### src/rtl/johnson_counter_param.sv
// johnson_counter_param
//   Parametrised shift-register counter. MODE 0 runs a twisted ring (Johnson,
//   period 2*WIDTH) and MODE 1 runs a one-hot ring (period WIDTH). Direction is
//   selectable at run time. The counter supports enable and parallel load,
//   decodes its sequence index, pulses on wrap, and recovers from illegal
//   patterns.
//
// Ports
//   clk        rising-edge clock
//   rst        synchronous, active-high reset
//   en         advance one state per clock
//   dir        0 = forward (toward MSB), 1 = reverse
//   load       parallel load strobe (wins over en)
//   load_val   value written to out_bus on load
//   out_bus    registered counter state
//   state_idx  combinational sequence index of out_bus (0 when illegal)
//   wrap       registered one-cycle pulse after a step that crosses the boundary
//   illegal    combinational flag: out_bus is not a legal pattern for MODE
module johnson_counter_param #(
  parameter int unsigned WIDTH = 4,
  parameter int unsigned MODE  = 0,
  parameter int unsigned IDXW  = $clog2(2 * WIDTH)
) (
  input  logic             clk,
  input  logic             rst,
  input  logic             en,
  input  logic             dir,
  input  logic             load,
  input  logic [WIDTH-1:0] load_val,
  output logic [WIDTH-1:0] out_bus,
  output logic [IDXW-1:0]  state_idx,
  output logic             wrap,
  output logic             illegal
);

  localparam int unsigned CW       = $clog2(WIDTH + 1);
  localparam int unsigned XW       = IDXW + 1;
  localparam int unsigned LastIdx  = (MODE == 0) ? (2 * WIDTH - 1) : (WIDTH - 1);
  localparam logic        Twist    = (MODE == 0);
  localparam logic [WIDTH-1:0] RstVal = (MODE == 0) ? '0 : WIDTH'(1);

  logic [WIDTH-1:0] out_q, out_d;
  logic             wrap_q, wrap_d;

  logic [CW-1:0]    ones;
  logic [CW-1:0]    edges;
  logic [IDXW-1:0]  pos;
  logic [XW-1:0]    down_idx;
  logic [IDXW-1:0]  idx_raw;
  logic             legal;
  logic             at_first;
  logic             at_last;
  logic [WIDTH-1:0] fwd_val;
  logic [WIDTH-1:0] rev_val;

  // Popcount, adjacent-bit transition count and set-bit position.
  always_comb begin
    ones  = '0;
    edges = '0;
    pos   = '0;
    for (int i = 0; i < WIDTH; i++) begin
      ones = ones + CW'(out_q[i]);
      if (out_q[i]) begin
        pos = IDXW'(i);
      end
    end
    for (int i = 0; i < WIDTH - 1; i++) begin
      edges = edges + CW'(out_q[i] ^ out_q[i+1]);
    end
  end

  // A Johnson pattern is a single run of ones anchored at one end, which is
  // exactly the set of words with at most one adjacent-bit transition.
  always_comb begin
    down_idx = XW'(2 * WIDTH) - XW'(ones);
    if (MODE == 0) begin
      legal = (edges <= CW'(1));
      if (out_q == '0) begin
        idx_raw = '0;
      end else if (out_q[0]) begin
        idx_raw = IDXW'(ones);
      end else begin
        idx_raw = down_idx[IDXW-1:0];
      end
    end else begin
      legal   = (ones == CW'(1));
      idx_raw = pos;
    end
  end

  assign illegal   = ~legal;
  assign state_idx = legal ? idx_raw : '0;
  assign at_first  = (state_idx == '0);
  assign at_last   = (state_idx == IDXW'(LastIdx));

  // Twisted ring inverts the bit fed back; one-hot ring rotates it unchanged.
  assign fwd_val = {out_q[WIDTH-2:0], out_q[WIDTH-1] ^ Twist};
  assign rev_val = {out_q[0] ^ Twist, out_q[WIDTH-1:1]};

  always_comb begin
    out_d  = out_q;
    wrap_d = 1'b0;
    if (load) begin
      out_d = load_val;
    end else if (en) begin
      if (illegal) begin
        // Recover without stepping; no wrap for this correction.
        out_d = RstVal;
      end else if (!dir) begin
        out_d  = fwd_val;
        wrap_d = at_last;
      end else begin
        out_d  = rev_val;
        wrap_d = at_first;
      end
    end
  end

  always_ff @(posedge clk) begin
    if (rst) begin
      out_q  <= RstVal;
      wrap_q <= 1'b0;
    end else begin
      out_q  <= out_d;
      wrap_q <= wrap_d;
    end
  end

  assign out_bus = out_q;
  assign wrap    = wrap_q;

endmodule

### config.mk
export PLATFORM = sky130hd
export DESIGN_NAME = johnson_counter_param
export DESIGN_NICKNAME = d
export VERILOG_FILES = /design/src/rtl/johnson_counter_param.sv
export SDC_FILE = /design/constraint.sdc
export NUM_CORES = 1
export LEC_CHECK = 0
export BUFFER_PORTS_ARGS = -buffer_cell sky130_fd_sc_hd__buf_2
export CORE_AREA = 4 4 41 43
export DETAILED_ROUTE_END_ITERATION = 7
export DIE_AREA = 0 0 45 47
export GPL_TIMING_DRIVEN = 0
export SLEW_MARGIN = 10
export SYNTH_ARGS = -nofsm -noshare
export SYNTH_HDL_FRONTEND = slang
export SYNTH_SLANG_ARGS = --single-unit
### constraint.sdc
create_clock -name clk -period 3.1 [get_ports clk]
set_input_delay 0.62 -clock clk [delete_from_list [all_inputs] [get_ports clk]]
set_output_delay 0.62 -clock clk [all_outputs]
set_load 0.01 [all_outputs]
==> out/metrics.cfg <==
[run_status]
status=completed

[die]
num_rows=13
dieArea_mm2=0.00212
fp.dieH_um=47
core_area_mm2=0.00130
initial_core_util=0.341
die_x_um=45
ios=18

[clocking]
clock_sinks=5
root_buffer=clkbuf_4
clock_path_buffers=2
clk_latency_ps=240
cts_buffers=3
cts_tree=done
htreeDepth=1
clkTransAtPathRegs_ps=40

[routing]
wl_per_cell_um=11.1
viasPerCell=4.80
wl_met3_um=16
drc=0
route.vias.total=446
wl_met1_um=510
first_pass_iters=4
antenna_left=0
highest_layer=met3
drt_wl_total_um=1030
wl_met2_um=506
drtIter0Drc=8

[global_route]
grt_pass1_wl_um=1610
grt_max_degree=11
grt_usage=0.108
first_global_vias=394
grt-ovfl-total=0
antenna_found_initial=0

[placed_design]
dp_hpwl_um=833
gp_congestion=0.727
io_buffer_count=16

[sta]
skew_ps=4.89
timing.fmax_mhz=341
setup_viol=0
worst_slew_pin_slew_ps=948
min_period_ps=2930
whs_ps=586
fin_crit_sh=0.946
setup_tns_ps=0
rsz0062_at_grt=false
hold_violations=0
slew-limit-headroom=0.367
finalMaxSlewViolations=0

[logic_synthesis]
synthesis.nets=73
synth.avg_cell_area_um2=7.79
synth_seq_cells=5
synth_area_um2=444
synth_cell_types=23
synth_area_leader_cell=dfxtp_1
synth_top_cell_area_share=0.225
seq_area_frac_synth=0.225
syn_inst=57
synthTopCellsByArea=dfxtp_1 (23%), ha_1 (17%), a221oi_1 (7.9%)
yosysWarningCount=0

[hold_path]
min_from=rst
hp-class=input pin to register
worstHoldPathCells=2
hold_end=out_bus[0]

[setup_path]
crit_chain=fa_1 > ha_1 > ha_1 > inv_1 > ha_1 > nor2_1 > xnor2_1 > nor2_1 > buf_2
reg2reg_slack_ps=470
critical_path_class=register to output pin
cp-start-kind=register
critPathArrivalTime_ps=2310
cp_slowest_stage_delay_ps=490
endpoint_kind=output pin
crit_slowest_cell=fa_1
rr_endpoint=wrap
reg2reg_from=out_bus[0]
crit_buf_inv=2
critPathTopFamily=adder cells
r2r.worst_path.cells=9
required_ps=2480
cp_max_fo=6
cp_common_cell=ha_1

[power]
p_int_uw=171
peakVddDrop_mv=0.129
clockPowerShare=0.280
power.net_switching_uw=88.5
powerDensity_mw_per_mm2=444
seq_power_share=0.294
p_comb_frac=0.426
p_sw_frac=0.341
p_leak_uw=0.000287

[cells_and_area]
antenna_cells=0
finalNetCount=95
syn_to_final_growth_pct=31.5
drive_above_1_share=0.333
post-route-util=0.449
fillers=143

[flow_run]
cap_violations=0

## cells by family (layout without fill, tap and decap cells)
group	after synthesis	in the layout	share of synthesized area
flops	5	5	0.225
mux	1	1	0.0225
compound gates	12	12	0.203
xor+xnor	2	2	0.0394
fa+ha+maj	7	7	0.214
simple gates	21	21	0.220
buf+inv	9	30	0.0761
## synthesized netlist by cell type (all sizes together)
cell	count
inv	7
buf	1
fa	1
nor3	4
a31oi	1
xor2	1
a221o	1
nand2	4
xnor2	1
o21ai	3
dfxtp	5
a21oi	1
or4	1
a21o	1
clkbuf	1
nand2b	1
a2111oi	1
ha	6
or2b	1
nand4	1
mux2i	1
nor2	9
a221oi	4
## timing repair
action	CTS	global route
buffers inserted	0	1
hold buffers	0	0
endpoints found under the setup margin	0	2
resized for setup	0	4
## power groups by stage
stage / Clock [uW] / Sequential [uW] / Combinational [uW]
2_1_floorplan: 0 / 77.1 / 67.7
3_3_place_gp: 0 / 77.0 / 99.5
3_5_place_dp: 0 / 76.7 / 100
4_1_cts: 76.4 / 75.6 / 101
5_1_grt: 79.3 / 76.9 / 126
6_report: 72.7 / 76.3 / 110
## worst reg2reg max path: stages, from the launching register on
cell,delay (ps)
dfxtp_2,360
fa_1,490
ha_1,200
ha_1,300
inv_1,50
ha_1,280
mux2i_2,80
buf_4,140
or4_1,500
a31oi_1,150
## worst max-delay path by stage
stage | from | endpoint | slack [ps] | cells after the start
after floorplan | out_bus[0] | state_idx[1] | 530 | 7
after global placement | out_bus[1] | state_idx[1] | 360 | 8
after detailed placement | out_bus[1] | state_idx[1] | 330 | 8
after CTS | out_bus[1] | state_idx[1] | 70 | 8
after global routing | out_bus[0] | state_idx[1] | 0.4 | 8
final | out_bus[0] | state_idx[2] | 170 | 9
## area by class of cell
| type | count | area, um^2 | share of cell area |
|---|---|---|---|
| Buffer | 2 | 7.51 | 0.0128 |
| Clock buffer | 4 | 26.3 | 0.0450 |
| Sequential cell | 5 | 104 | 0.178 |
| Multi-Input combinational cell | 43 | 314 | 0.537 |
| Tap cell | 15 | 18.8 | 0.0321 |
| Inverter | 7 | 26.3 | 0.0450 |
| Timing Repair Buffer | 17 | 87.6 | 0.150 |
## registers in the layout (all words and copies together) (netlist names)
register  cells
out_bus       4
wrap          1
## metal layers
layer  vias up  track usage
met5         -            0
met4         0       0.0702
met3         0       0.0230
met2         7        0.175
met1       194        0.128
li1        245            -
## per-stage QoR
stage               cell area [um^2]  std cells  setup WS, ps  power, uW
floorplan                        444         57           534        145
global placement                 543         88           357        176
detailed placement               543         88           329        177
CTS                              569         92          70.5        253
global route                     584         93         0.381        282
finish                           584         93           166        259
## placed cells by master, fill, tap and decap left out
cell type	count
nor2_1	9
clkbuf_4	3
buf_4	1
a21oi_1	1
nor3_1	4
ha_1	6
nand4_1	1
or2b_2	1
a21o_2	1
a221oi_1	4
nand2_1	4
dfxtp_1	2
xnor2_1	1
nand2b_1	1
dfxtp_2	3
a221o_1	1
buf_1	1
xor2_1	1
mux2i_2	1
fa_1	1
buf_2	16
or4_1	1
clkbuf_1	2
a31oi_1	1
a2111oi_1	1
o21ai_0	3
inv_1	7
Power figures use the tool's default switching activity.
